**config.mk**
```make
export PLATFORM = sky130hd
export DESIGN_NAME = tri_side_seq
export DESIGN_NICKNAME = d
export VERILOG_FILES = /design/src/rtl/tri_geom_pkg.sv /design/src/rtl/isqrt_iter.sv /design/src/rtl/tri_side_seq.sv
export SDC_FILE = /design/constraint.sdc
export NUM_CORES = 1
export LEC_CHECK = 0
export ABC_AREA = 1
export ABC_CLOCK_PERIOD_IN_PS = 10500
export BUFFER_PORTS_ARGS = -buffer_cell sky130_fd_sc_hd__buf_4
export CAP_MARGIN = 20
export CORE_ASPECT_RATIO = 1.5
export CORE_UTILIZATION = 25
export DETAILED_ROUTE_END_ITERATION = 6
export GPL_TIMING_DRIVEN = 0
export HOLD_SLACK_MARGIN = 0.15
export SYNTH_ARGS = -nofsm -noshare
export SYNTH_HDL_FRONTEND = slang
export SYNTH_SLANG_ARGS = --single-unit
```
**constraint.sdc**
```tcl
create_clock -name clk -period 10.5 [get_ports clk]
set_input_delay 1.575 -clock clk [delete_from_list [all_inputs] [get_ports clk]]
set_output_delay 1.575 -clock clk [all_outputs]
set_load 0.01 [all_outputs]
```
**src/rtl/tri_geom_pkg.sv**
```systemverilog
// Shared geometry types and width helpers for the triangle side-length datapath.
package tri_geom_pkg;

  typedef enum logic [2:0] {IDLE, SQX, SQY, ROOT, DONE} tri_state_e;
  typedef enum logic [1:0] {AB, BC, CA} side_idx_e;

  // Differences never overflow at W+1 bits; two squares of those fit in 2W+1.
  function automatic int diff_w(input int w);
    return w + 1;
  endfunction

  function automatic int norm_w(input int w);
    return 2 * w + 1;
  endfunction

  function automatic int root_w(input int w);
    return w + 1;
  endfunction

endpackage

```
**src/rtl/isqrt_iter.sv**
```systemverilog
// Restoring integer square root, one result bit per cycle, MSB first.
// The first bit is resolved on the start edge so done pulses exactly RW cycles after start.
module isqrt_iter #(
  parameter int NW = 17,
  parameter int RW = 9
) (
  input  logic          clk,
  input  logic          rst_n,
  input  logic          start,
  input  logic [NW-1:0] radicand,
  output logic [RW-1:0] root,
  output logic          done
);

  localparam int PW = 2 * RW;
  localparam int MW = RW + 2;
  localparam int CW = $clog2(RW + 1);

  logic [PW-1:0]    rad_pad;
  logic [PW-1:0]    rad_sh;
  logic [MW-1:0]    rem;
  logic [RW-1:0]    q;
  logic [CW-1:0]    cnt;
  logic [MW-1:0]    rem_in;
  logic [RW-1:0]    q_in;
  logic [1:0]       pair;
  logic [MW+RW-1:0] nxt;

  // One restoring step: bring down two radicand bits, try appending a 1 to the root.
  function automatic logic [MW+RW-1:0] step(input logic [MW-1:0] r,
                                            input logic [RW-1:0] qq,
                                            input logic [1:0]    pr);
    logic [MW+1:0] rs;
    logic [MW+1:0] trial;
    rs    = {r, pr};
    trial = {2'b00, qq, 2'b01};
    if (rs >= trial)
      return {MW'(rs - trial), qq[RW-2:0], 1'b1};
    else
      return {MW'(rs), qq[RW-2:0], 1'b0};
  endfunction

  assign rad_pad = PW'(radicand);
  assign rem_in  = start ? '0 : rem;
  assign q_in    = start ? '0 : q;
  assign pair    = start ? rad_pad[PW-1 -: 2] : rad_sh[PW-1 -: 2];
  assign nxt     = step(rem_in, q_in, pair);
  assign root    = q;

  always_ff @(posedge clk) begin
    if (!rst_n) begin
      cnt  <= '0;
      done <= 1'b0;
    end else begin
      done <= 1'b0;
      if (start) begin
        cnt <= CW'(RW - 1);
      end else if (cnt != '0) begin
        cnt <= cnt - CW'(1);
        if (cnt == CW'(1))
          done <= 1'b1;
      end
    end
  end

  always_ff @(posedge clk) begin
    if (start || cnt != '0) begin
      {rem, q} <= nxt;
      rad_sh   <= (start ? rad_pad : rad_sh) << 2;
    end
  end

endmodule

```
**src/rtl/tri_side_seq.sv**
```systemverilog
// Sequential triangle side-length unit: one shared squarer/accumulator and one
// iterative square root time-shared across sides AB, BC and CA.
module tri_side_seq
  import tri_geom_pkg::*;
#(
  parameter int W = 8
) (
  input  logic         clk,
  input  logic         rst_n,
  input  logic         in_valid,
  output logic         in_ready,
  input  logic [W-1:0] ax,
  input  logic [W-1:0] ay,
  input  logic [W-1:0] bx,
  input  logic [W-1:0] by,
  input  logic [W-1:0] cx,
  input  logic [W-1:0] cy,
  output logic         out_valid,
  input  logic         out_ready,
  output logic [W:0]   side_ab,
  output logic [W:0]   side_bc,
  output logic [W:0]   side_ca,
  output logic         busy
);

  localparam int DW = diff_w(W);
  localparam int NW = norm_w(W);
  localparam int RW = root_w(W);

  tri_state_e state, state_nxt;
  side_idx_e  idx;

  logic signed [W-1:0]  ax_r, ay_r, bx_r, by_r, cx_r, cy_r;
  logic signed [DW-1:0] dx, dy, op;
  logic signed [NW-1:0] op_ext;
  logic [NW-1:0]        sq;
  logic [NW-1:0]        sum;
  logic [NW-1:0]        acc;
  logic                 start;
  logic [RW-1:0]        root;
  logic                 rdone;

  function automatic logic signed [DW-1:0] sdiff(input logic signed [W-1:0] p,
                                                 input logic signed [W-1:0] m);
    return {p[W-1], p} - {m[W-1], m};
  endfunction

  // Operand select: difference vector of the current side, x in SQX and y in SQY.
  always_comb begin
    dx = sdiff(bx_r, ax_r);
    dy = sdiff(by_r, ay_r);
    case (idx)
      BC: begin
        dx = sdiff(cx_r, bx_r);
        dy = sdiff(cy_r, by_r);
      end
      CA: begin
        dx = sdiff(ax_r, cx_r);
        dy = sdiff(ay_r, cy_r);
      end
      default: ;
    endcase
  end

  assign op     = (state == SQY) ? dy : dx;
  assign op_ext = {{(NW-DW){op[DW-1]}}, op};
  assign sq     = op_ext * op_ext;
  assign sum    = acc + sq;

  assign in_ready  = (state == IDLE);
  assign busy      = (state != IDLE);
  assign out_valid = (state == DONE);
  assign start     = (state == SQY);

  isqrt_iter #(
    .NW (NW),
    .RW (RW)
  ) u_isqrt (
    .clk      (clk),
    .rst_n    (rst_n),
    .start    (start),
    .radicand (sum),
    .root     (root),
    .done     (rdone)
  );

  always_comb begin
    state_nxt = state;
    case (state)
      IDLE:    if (in_valid)  state_nxt = SQX;
      SQX:     state_nxt = SQY;
      SQY:     state_nxt = ROOT;
      ROOT:    if (rdone)     state_nxt = (idx == CA) ? DONE : SQX;
      DONE:    if (out_ready) state_nxt = IDLE;
      default: state_nxt = IDLE;
    endcase
  end

  always_ff @(posedge clk) begin
    if (!rst_n) begin
      state   <= IDLE;
      idx     <= AB;
      acc     <= '0;
      side_ab <= '0;
      side_bc <= '0;
      side_ca <= '0;
    end else begin
      state <= state_nxt;
      case (state)
        IDLE: if (in_valid) idx <= AB;
        SQX:  acc <= sq;
        SQY:  acc <= sum;
        ROOT: begin
          if (rdone) begin
            case (idx)
              AB:      side_ab <= root;
              BC:      side_bc <= root;
              default: side_ca <= root;
            endcase
            if (idx != CA)
              idx <= side_idx_e'(idx + 2'd1);
          end
        end
        default: ;
      endcase
    end
  end

  // Vertex capture happens only on the accept edge.
  always_ff @(posedge clk) begin
    if (in_valid && in_ready) begin
      ax_r <= ax;
      ay_r <= ay;
      bx_r <= bx;
      by_r <= by;
      cx_r <= cx;
      cy_r <= cy;
    end
  end

endmodule

```
After elaboration in Yosys (flattened, before gate mapping):

Cells that the tools add are included.

* register bits: 138
* latch bits: 0
* RAM bits: 0
* memory bits (read-only): 0
* input port bits: 52
* output and inout port bits: 30
* logic and storage cells: 84
* memories: 0

* $add $sub $neg: 10
* multiply operators: 1
* div/mod/pow operators: 0
* magnitude comparators: 1
* equal/unequal tests: 12
* shift-type cells: 0
* muxes and demuxes: 21
* bitwise operators: 3
* reduce and logical (&&, ||, !) cells: 17

Operators with widths (number)
* $sub A8 B8 Y9: 6
* $pmux W9 S2: 2
* $pmux W17 S2: 1
* $mux W20: 1
* $mux W9: 2
* $add A17 B17 Y17: 1
* $mul A9 B9 Y17: 1
* $mux W16: 1
* $pmux W3 S5: 1
* $ge A13 B11 Y1: 1
* $mux W3: 4
* $reduce_and A3 Y1: 4
* $mux W11: 1
* $sub A11 B11 Y11: 1
* $mux W2: 4
* $mux W4: 2
* $eq A3 B2 Y1 const B: 2
* $ne A2 B2 Y1 const B: 3
* $reduce_bool A2 Y1: 3
* $eq A4 B1 Y1 const B: 1
* $ne A2 B1 Y1 const B: 2
* $pmux W2 S2: 1
* $reduce_and A4 Y1: 1
* $reduce_bool A4 Y1: 1
* other kinds (15): 18

Longest topological paths before layout:

Gate-level depths: netlist of the first run.

* word-level depth: 8
* gate-level depth with buffers: 59
* mapped depth without buffers: 59

Hierarchy:

A second synthesis of the first run with hierarchy kept.

* cells, all modules: 1520
* area, all modules: 11927.7 µm²

Modules (own cells, without submodules)
* tri_side_seq: times used 1, cells an instance 1230, area an instance 9400.3 µm², seq. area each 2422.3 µm²
* isqrt_iter: times used 1, cells an instance 290, area an instance 2527.4 µm², seq. area each 1181.1 µm²

Worst setup path before layout of the first run:

No wires, ideal clock.

* kind: register to register
* start point: reg ay_r[0]
* end point: reg u_isqrt.rem[10] (data pin)
* setup time: 257 ps
* data arrival time: 8807 ps
* required time: 10243 ps
* setup slack: 1436 ps
* stages on the path, launching flop included: 55
* path buffers: 0
* clock period less this slack: 9064 ps
* path through: edfxtp_1 -> inv_1 -> ha_1 -> inv_1 -> fa_1 -> nand3_1 -> nand2_1 -> a31oi_1 -> nor2_1 -> o221ai_1 -> nand3_1 -> nand2_1 -> inv_1 -> nor2_1 -> inv_1 -> fa_1 -> fa_1 -> inv_1 -> [19 not listed] -> a21oi_1 -> nand2_1 -> xor2_1 -> nand3_1 -> nand3_2 -> nand2_4 -> inv_1 -> ha_1 -> o21ai_0 -> a21oi_1 -> nor2_1 -> a211o_1 -> a21oi_1 -> o21ai_0 -> a21o_1 -> a21oi_1 -> xor2_1 -> o21ai_2

* word-level cells in the longest chain between the ends: 8
* elaborated cells on any way between the ends: 10
* those cells by class: 4 x add/sub; 1 x mul; 1 x order compare; 4 x mux

RTL lines
* start: declaration: line tri_side_seq.sv:33 `logic signed [W-1:0] ax_r, ay_r, bx_r, by_r, cx_r, cy_r;`
* start signal: assignment: line tri_side_seq.sv:133 `ay_r <= ay;`
* $sub A8 B8 Y9: line tri_side_seq.sv:45 `return {p[W-1], p} - {m[W-1], m};`
* $pmux W9 S2 (*): line tri_side_seq.sv:52 `case (idx)`
* $mux W9 (*): line tri_side_seq.sv:65 `assign op = (state == SQY) ? dy : dx;`
* $mul A9 B9 Y17 (*): line tri_side_seq.sv:67 `assign sq = op_ext * op_ext;`
* $add A17 B17 Y17 (*): line tri_side_seq.sv:68 `assign sum = acc + sq;`
* $mux W2 (*): line isqrt_iter.sv:46 `assign pair = start ? rad_pad[PW-1 -: 2] : rad_sh[PW-1 -: 2];`
* $sub A11 B11 Y11 / $ge A13 B11 Y1 (equally long branches): line isqrt_iter.sv:38, isqrt_iter.sv:37
* $mux W20 (*): line isqrt_iter.sv:37 `if (rs >= trial)`
* via u_isqrt.nxt[19]: line isqrt_iter.sv:27 `logic [MW+RW-1:0] nxt;`
* end signal: assignment: line isqrt_iter.sv:68 `{rem, q} <= nxt;`
* end: declaration: line isqrt_iter.sv:21 `logic [MW-1:0] rem;`

Mark *: on every way through the listed nets, which the timed path passes. The rest lies on a longest branch.
A chain may end at the register's enable or synchronous reset.

Final worst setup path of the first run:

* start point: reg cx_r[0]
* end point: reg u_isqrt.rem[10] (data pin)

* word-level cells in the longest chain between the ends: 8
* elaborated cells on any way between the ends: 10
* those cells by class: 4 x add/sub; 1 x mul; 1 x order compare; 4 x mux

RTL lines
* start: declaration: line tri_side_seq.sv:33
* start signal: assignment: line tri_side_seq.sv:136 `cx_r <= cx;`
* $sub A8 B8 Y9: line tri_side_seq.sv:45
* $pmux W9 S2 (*): line tri_side_seq.sv:52
* $mux W9 (*): line tri_side_seq.sv:65
* $mul A9 B9 Y17 (*): line tri_side_seq.sv:67
* $add A17 B17 Y17 (*): line tri_side_seq.sv:68
* $mux W2 (*): line isqrt_iter.sv:46
* $sub A11 B11 Y11 / $ge A13 B11 Y1 (equally long branches): line isqrt_iter.sv:38, isqrt_iter.sv:37
* $mux W20 (*): line isqrt_iter.sv:37
* via u_isqrt.nxt[19]: line isqrt_iter.sv:27

Marks and branches as above.

==> results of run 1 <==
-- worst max-delay path, delay by kind of cell, from the launching register on --
family / cells / cell delay (ps)
XOR/XNOR: 4 / 770
flip-flops: 1 / 400
adder cells (fa/ha/maj): 10 / 3700
AND/OR/NAND/NOR: 12 / 1400
buffers and inverters: 9 / 690
AO/OA/AOI/OAI: 19 / 2810
-- synth_stat cells (2+ instances only) --
| master | count |
|---|---|
| a211o_1 | 3 |
| a211oi_1 | 5 |
| a21boi_0 | 2 |
| a21o_1 | 3 |
| a21oi_1 | 101 |
| a21oi_2 | 3 |
| a31oi_1 | 17 |
| and2_1 | 5 |
| buf_1 | 4 |
| clkbuf_1 | 16 |
| clkinv_1 | 4 |
| dfxtp_1 | 54 |
| edfxtp_1 | 84 |
| fa_1 | 63 |
| ha_1 | 112 |
| inv_1 | 255 |
| inv_2 | 3 |
| nand2_1 | 260 |
| nand2_2 | 5 |
| nand2_4 | 3 |
| nand3_1 | 64 |
| nand3_2 | 8 |
| nand3b_1 | 2 |
| nand4_1 | 2 |
| nor2_1 | 132 |
| nor3_1 | 15 |
| nor3_2 | 2 |
| o211ai_1 | 5 |
| o21a_1 | 2 |
| o21ai_0 | 89 |
| o21ai_1 | 7 |
| o21ai_2 | 6 |
| o21bai_1 | 2 |
| o221ai_1 | 2 |
| o22ai_1 | 2 |
| or2_2 | 3 |
| xnor2_1 | 11 |
| xor2_1 | 26 |
-- metal layers --
layer	track usage (%)	routed length, um
met3	1.63	588
met5	0	0
met4	6.91	1150
met1	12.9	10900
met2	24.1	15000
-- sequential cells by signal, summed over array words and instances (netlist names), 9 cells and up --
name            flops
u_isqrt.rem        11
side_ab             9
acc                17
side_ca             9
side_bc             9
u_isqrt.rad_sh     16
u_isqrt.root        9
-- through the flow --
| step | worst slack [ps] | setup TNS [ps] | utilization [%] | cell area (um2) |
|---|---|---|---|---|
| after detailed placement | -254 | -254 | 28.5 | 12600 |
| after global placement | -130 | -130 | 28.4 | 12500 |
| after CTS | 10.4 | 0 | 29.9 | 13200 |
| final | 511 | 0 | 30.4 | 13400 |
| after global routing | -75.3 | -75.3 | 30.4 | 13400 |
| after floorplan | 1440 | 0 | - | 11200 |
-- path summary, 6_finish.rpt --
check / endpoint / slack [ps] / depth (start not counted)
max: u_isqrt.rem[10] / 510 / 54
min: side_ab[8] / 490 / 2
max reg2reg: u_isqrt.rem[10] / 510 / 54
min reg2reg: side_ab[8] / 490 / 2
-- final cells by class --
class | count | area (um2) | share of cell area, %
flip-flops and latches | 138 | 3600 | 26.9
clock inverters | 15 | 164 | 1.22
repair buffers | 95 | 723 | 5.39
clock buffers | 17 | 425 | 3.17
plain buffers | 23 | 114 | 0.848
inverters | 262 | 995 | 7.41
well taps | 576 | 721 | 5.37
multi-input cells | 968 | 6670 | 49.7
-- cells by family (layout without fill, tap and decap cells) --
group / count (synthesis) / after routing / synth area share, %
and+or+nand+nor: 504 / 504 / 19.1
buffers and inverters: 285 / 412 / 9.68
AOI/OAI and AO/OA: 252 / 252 / 12.4
adders and majority gates: 175 / 175 / 23.7
DFF: 138 / 138 / 32.1
xor gates and xnor gates: 37 / 37 / 2.89
-- repair_timing --
item / 4_1_cts / 5_1_grt
resized for setup: 5 / 44
hold buffers: 0 / 0
endpoints found under the setup margin: 1 / 3
pin swaps: 0 / 14
buffers inserted: 0 / 12
==> metrics, run 1 <==
Core ar. approximately 44000 um2; Crit path top cell by count inv_1; CTS clk-pin slew, worst paths roughly 80 ps; post-synth top area cell edfxtp_1; Post-Route WL roughly 28000 um; Initial Util between 20% and 30%; ys async rst share 0%; clock root buffer clkbuf_16; H-tree Lvls 4; Routability Congestion 0.873; Post-Syn Nets roughly 1600; clk buf depth 2; CTS buffer count 17; Synth area leaders edfxtp_1, ha_1, fa_1; #FFs+latches synth 138; Yosys cell types between 40 and 50; Critical Path Max Stage Delay 560 ps; layout cells sized above 1 13.3%; DR vias ~9300; WL per Instance around 13 um; commonest non-fill, non-tap cells in the layout nand2_1, inv_1, nor2_1; Fin. Hold Viols 0; Antenna diodes 0; ANT nets after route 0; drt pass-1 iters 4; hold_sp side_ab[8]; status finished, final reports clean; routed vias/inst ~4.4; commonest non-fill, non-tap cell in the layout nand2_1; Post-Syn Instances approximately 1400; fin. max-slew vios 0; CTS sink count between 100 and 150; Port Buffers 80; Die Height about 260 um; Cells after DPL about 2000; Die Wd 175 um; CTS tree done; grt total ovfl 0; Hold/Removal Path Class register to register; warnings from Yosys 0; Crit. End Element register; clock latency on the worst-skew pair between 400 and 500 ps; num rows 94; R2R Path Start cx_r[0]; critical path fanouts, max 5; total of max-cap violations 0; sequential area share after synthesis between 30% and 40%; initial antenna violation count 0; number of global-route vias before repair 9627; final cell count without fillers ~2100; largest net degree at the start of global routing 37; area grow syn2layout 19.6%; drt initial violations 432; worst setup path category register to register; slowest CP cell fa_1; Final min period about 10000 ps; HPWL after DPL 22300 um; area of the die 45700 um2; final setup vio count 0; synthesized area around 11000 um2; ys flop type edfxtp_1; overall routing resource usage about an eighth; first-pass GRT wire length between 40000 and 50000 um; Setup crit start cx_r[0]; Syn Area/Cell roughly 8.1 um2; Critical Path AT 10180 ps; Slew Limit Headroom ~28%; EDFF count, synth 84; # IOs roughly 80; Yosys top cell area share between 20 and 25%; Required @ worst endpoint ~11000 ps; DRC errors left 0; part of the cycle the worst path needs a little over nine tenths; fmax ~100 MHz; Least-Margin Pin Slew 1070 ps; fill count about 4600; worst hold slack slightly below 500 ps; layout net count ~1700; Startpoint Class register; Final Skew about 18 ps
Power of run 1 is left out: the tool's default activity adds up to more than one toggle a clock period on the data nets, which glitch-free logic cannot reach.
==> run 2: changes to the inputs <==
--- a/config.mk
+++ b/config.mk
@@ -12,8 +12,10 @@
 export CORE_ASPECT_RATIO = 1.5
 export CORE_UTILIZATION = 25
 export DETAILED_ROUTE_END_ITERATION = 6
+export GPL_ROUTABILITY_DRIVEN = 0
 export GPL_TIMING_DRIVEN = 0
 export HOLD_SLACK_MARGIN = 0.15
+export PLACE_DENSITY_LB_ADDON = 0.1
 export SYNTH_ARGS = -nofsm -noshare
 export SYNTH_HDL_FRONTEND = slang
 export SYNTH_SLANG_ARGS = --single-unit
==> constraint.sdc (replaced) <==
create_clock -name clk -period 10.5 [get_ports clk]
set_input_delay 2.1 -clock clk [delete_from_list [all_inputs] [get_ports clk]]
set_output_delay 2.1 -clock clk [all_outputs]
set_load 0.01 [all_outputs]
==> run 2 against run 1 <==
Net effect:
- hold slack worse by 1.4 ps
- clock-buffer cell count unchanged
- first-iteration DRC count down 15%
- routed wire length up 17%
- cell area up 0.30%
- final cell count about the same
- largest cell class unchanged
==> metrics, run 2 (synthesis gave the netlist of run 1 again) <==
status finished, final reports clean (unchanged); Required @ worst endpoint 10690 ps (about the same); grt total ovfl 0 (unchanged); fmax 101 MHz (was 100 MHz); drt initial violations 369 (was 432); initial antenna violation count 0 (unchanged); slowest CP cell fa_1 (unchanged); Final Skew 19.0 ps (was 18.2 ps); clk buf depth 2 (unchanged); HPWL after DPL 26000 um (was 22300 um); # IOs 82 (unchanged); Reg area 3600 um2 (unchanged); Post-CTS Hold Buffers 0 (unchanged); CTS tree done (unchanged); Biggest register acc (unchanged); Port Buffers 80 (unchanged); H-tree Lvls 4 (unchanged); part of the cycle the worst path needs 94.5% (was 95.1%); largest net degree at the start of global routing 37 (unchanged); DRC errors left 0 (unchanged); Startpoint Class register (unchanged); CTS buffer count 17 (unchanged); Fin. Hold Viols 0 (unchanged); Core ar. 44100 um2 (unchanged); area of the multi-input gates 6730 um2 (was 6670 um2); Hold/Removal Path Class register to register (unchanged); CP Buf/Inv Count 9 (unchanged); Initial Util 25.4% (unchanged); CTS sink count 138 (unchanged); DR vias 9175 (was 9306); fill count 4815 (was 4626); Crit. End Element register (unchanged); Largest register FFs 17 (unchanged); Crit path top cell by count inv_1 (unchanged); crit-path leading delay family adder cells (unchanged); critical path fanouts, max 5 (unchanged); layout net count 1730 (was 1732); commonest non-fill, non-tap cells in the layout nand2_1, inv_1, nor2_1 (unchanged); WL per Instance 15.4 um (was 13.2 um); Die Height 261 um (unchanged); Least-Margin Pin Slew 894 ps (was 1070 ps); clock root buffer clkbuf_16 (unchanged); Critical Path AT 10110 ps (was 10180 ps); final setup vio count 0 (unchanged); Final min period 9920 ps (was 9990 ps); overall routing resource usage 14.7% (was 12.5%); commonest non-fill, non-tap cell in the layout nand2_1 (unchanged); Antenna diodes 0 (unchanged); first-pass GRT wire length 51000 um (was 45500 um); number of global-route vias before repair 9446 (was 9627); final worst slack 578 ps (was 511 ps); setup TNS 0 ps (unchanged); clock latency on the worst-skew pair 450 ps (about the same); Worst Setup Slack post-DPL -693 ps (was -254 ps); drt pass-1 iters 4 (unchanged); total of max-cap violations 0 (unchanged); routed vias/inst 4.39 (was 4.44); Post-Route WL 32300 um (was 27600 um); Slew Limit Headroom 40.2% (was 28.3%); fin. max-slew vios 0 (unchanged); Critical Path Max Stage Delay 550 ps (was 560 ps); ANT nets after route 0 (unchanged); CTS clk-pin slew, worst paths 80 ps (about the same); area grow syn2layout 20.0% (was 19.6%); area of the die 45700 um2 (unchanged); Die Wd 175 um (unchanged); worst setup path category register to register (unchanged); num rows 94 (unchanged); layout cells sized above 1 13.9% (was 13.3%)
[run 2: cell count changes in the layout (fill, tap and decap cells not counted), sizes merged]
cell | previous run | this run
clkinv | 5 | 6
clkinvlp | 3 | 1
clkbuf | 31 | 33
buf | 104 | 100
inv | 269 | 270
[run 2: area by class of cell]
class	instances	share of cell area, %
multi-input combinational	968	50.0
sequential	138	26.8
inverter	262	7.35
tap	576	5.35
timing repair buffer	93	5.24
clock buffer	17	3.16
clock inverter	15	1.22
buffer	23	0.920
[run 2: final timing paths]
kind	from	endpoint	slack [ps]	depth (start not counted)
worst max-delay path	cx_r[0]	u_isqrt.rem[10]	580	54
worst min register to register	side_ab[0]	side_ab[0]	490	2
worst min-delay path	side_ab[0]	side_ab[0]	490	2
worst max register to register	cx_r[0]	u_isqrt.rem[10]	580	54
[run 2: worst min-delay path: cells and delay by family (launching register included)]
family | cells | cell delay, ps
flops | 1 | 330
simple gates | 2 | 130
[run 2: per-layer routing]
| layer | share of wire [%] | vias up | track usage [%] |
|---|---|---|---|
| met5 | 0 | - | 0 |
| met4 | 2.6 | 0 | 5.97 |
| met3 | 1.9 | 38 | 1.93 |
| met2 | 56 | 117 | 29.1 |
| met1 | 39 | 4280 | 15.2 |
| li1 | - | 4740 | - |
[run 2: per-stage QoR]
| stage | hold slack, ps | cell area [um2] | instances | util, % |
|---|---|---|---|---|
| after detailed placement | 477 | 12600 | 2051 | 28.5 |
| after global placement | 470 | 12500 | 2047 | 28.4 |
| after CTS | 492 | 13200 | 2085 | 30.0 |
| after floorplan | 459 | 11200 | 1391 | - |
| after global routing | 503 | 13500 | 2092 | 30.5 |
| final | 486 | 13500 | 2092 | 30.5 |
[run 2: what timing repair did]
action | 4_1_cts | 5_1_grt
buffers inserted | 2 | 7
setup endpoints to repair | 3 | 3
gates resized for setup | 14 | 54
pin swaps | 2 | 22
Power of run 2 is left out for the same reason.
==> run 3: changes to the inputs <==
--- a/config.mk
+++ b/config.mk
@@ -16,6 +16,7 @@
 export GPL_TIMING_DRIVEN = 0
 export HOLD_SLACK_MARGIN = 0.15
 export PLACE_DENSITY_LB_ADDON = 0.1
+export REMOVE_ABC_BUFFERS = 1
 export SYNTH_ARGS = -nofsm -noshare
 export SYNTH_HDL_FRONTEND = slang
 export SYNTH_SLANG_ARGS = --single-unit
==> run 3 against run 2 <==
Net effect:
- register-to-register slack improved by 80 ps
- largest cell class unchanged
- worst setup slack better by 83 ps
- global-route usage fell by 1.2 points
- non-clock buffer count shrank 11
- critical path type unchanged
- maximum frequency increased by 0.85%
- highest routed layer unchanged
- final cell count is 0.53% lower
- sequential share of layout area down 0.12 points
- core utilization grew 0.13 points
==> metrics, run 3 (synthesis gave the netlist of run 1 again) <==
status finished, final reports clean (unchanged); Util after Layout 30.6% (was 30.5%); Die Wd 175 um (unchanged); fmax 102 MHz (was 101 MHz); layout cells sized above 1 14.6% (was 13.9%); CTS tree done (unchanged); CTS buffer count 17 (unchanged); Largest register FFs 17 (unchanged); drt initial violations 391 (was 369); drt pass-1 iters 5 (was 4); Crit path top cell by count inv_1 (unchanged); Final Skew 13.3 ps (was 19.0 ps); HPWL after DPL 23500 um (was 26000 um); routed vias/inst 4.38 (was 4.39); Final min period 9840 ps (was 9920 ps); ANT nets after route 0 (unchanged); Startpoint Class register (unchanged); WL per Instance 14.4 um (was 15.4 um); clk buf depth 2 (unchanged); clock latency on the worst-skew pair 440 ps (was 450 ps); commonest non-fill, non-tap cell in the layout nand2_1 (unchanged); area of the die 45700 um2 (unchanged); Required @ worst endpoint 10690 ps (about the same); CTS clk-pin slew, worst paths 70 ps (was 80 ps); Least-Margin Pin Slew 1020 ps (was 894 ps); area grow syn2layout 20.5% (was 20.0%); RSZ-0062 raised after global routing false; total of max-cap violations 0 (unchanged); first-pass GRT wire length 48000 um (was 51000 um); Initial Util 25.4% (unchanged); part of the cycle the worst path needs 93.7% (was 94.5%); Critical Path Max Stage Delay 540 ps (was 550 ps); final cell count without fillers 2081 (was 2092); Cells after DPL 2030 (was 2051); DRC errors left 0 (unchanged); grt total ovfl 0 (unchanged); DR vias 9114 (was 9175); num rows 94 (unchanged); critical path fanouts, max 6 (was 5); final setup vio count 0 (unchanged); number of global-route vias before repair 9382 (was 9446); Fin. Hold Viols 0 (unchanged); # IOs 82 (unchanged); initial antenna violation count 0 (unchanged); Core ar. 44100 um2 (unchanged); worst hold slack 495 ps (was 486 ps); overall routing resource usage 13.5% (was 14.7%); Die Height 261 um (unchanged); Slew Limit Headroom 31.4% (was 40.2%); Critical Path AT 10030 ps (was 10110 ps); CP Buf/Inv Count 10 (was 9); slowest CP cell fa_1 (unchanged); Hold/Removal Path Class register to register (unchanged); Crit. End Element register (unchanged); layout net count 1719 (was 1730); H-tree Lvls 4 (unchanged); CTS sink count 138 (unchanged); clock root buffer clkbuf_16 (unchanged); Port Buffers 81 (was 80); Antenna diodes 0 (unchanged); Post-CTS Hold Buffers 0 (unchanged); commonest non-fill, non-tap cells in the layout nand2_1, inv_1, nor2_1 (unchanged); R2R cell count 55 (was 54); crit-path leading delay family adder cells (unchanged); Post-Route WL 30000 um (was 32300 um); largest net degree at the start of global routing 73 (was 37); Levels on crit path 55 (was 54); WHS Path Cells 2 (unchanged); fin. max-slew vios 0 (unchanged); Biggest register acc (unchanged); worst setup path category register to register (unchanged)
==> run 3: metrics by stage <==
stage          TNS, ps  cell area, um2  setup slack (ps)
2_1_floorplan        0           11100              1290
3_3_place_gp     -2690           12400             -1000
3_5_place_dp     -1150           12500              -696
4_1_cts              0           13300              21.6
5_1_grt              0           13500              12.9
6_report             0           13500               662
==> run 3: worst paths after layout <==
| kind | start | end | slack (ps) |
|---|---|---|---|
| max | cx_r[0] | u_isqrt.rem[10] | 660 |
| min | u_isqrt.cnt[0] | u_isqrt.cnt[0] | 490 |
| max reg2reg | cx_r[0] | u_isqrt.rem[10] | 660 |
| min reg2reg | u_isqrt.cnt[0] | u_isqrt.cnt[0] | 490 |
==> run 3: metal layers <==
layer	global-route usage [%]	part of all wire, %	vias up
met4	3.33	1.0	0
met5	0	0	-
met2	27.8	58	104
met1	14.1	39	4274
met3	1.73	1.9	20
li1	-	-	4716
==> run 3: area by class of cell <==
class	count	area, um2
Tap cell	576	721
Clock inverter	11	109
Clock buffer	21	504
Inverter	262	1010
Fill cell	4746	30600
Sequential cell	138	3600
Timing Repair Buffer	105	837
Multi-Input combinational cell	968	6740
==> run 3: repair_timing <==
| action | in CTS | in global routing |
|---|---|---|
| pin swaps | 2 | 34 |
| cloned | 0 | 0 |
| setup buffers | 9 | 10 |
| endpoints found under the setup margin | 3 | 3 |
| gates resized for setup | 11 | 48 |
==> run 3: tightest hold or removal path: cells and delay by family, from the launching register on <==
kind	cells	cell delay, ps
flops	1	330
compound gates	1	50
simple gates	1	70
Power of run 3 is left out for the same reason.
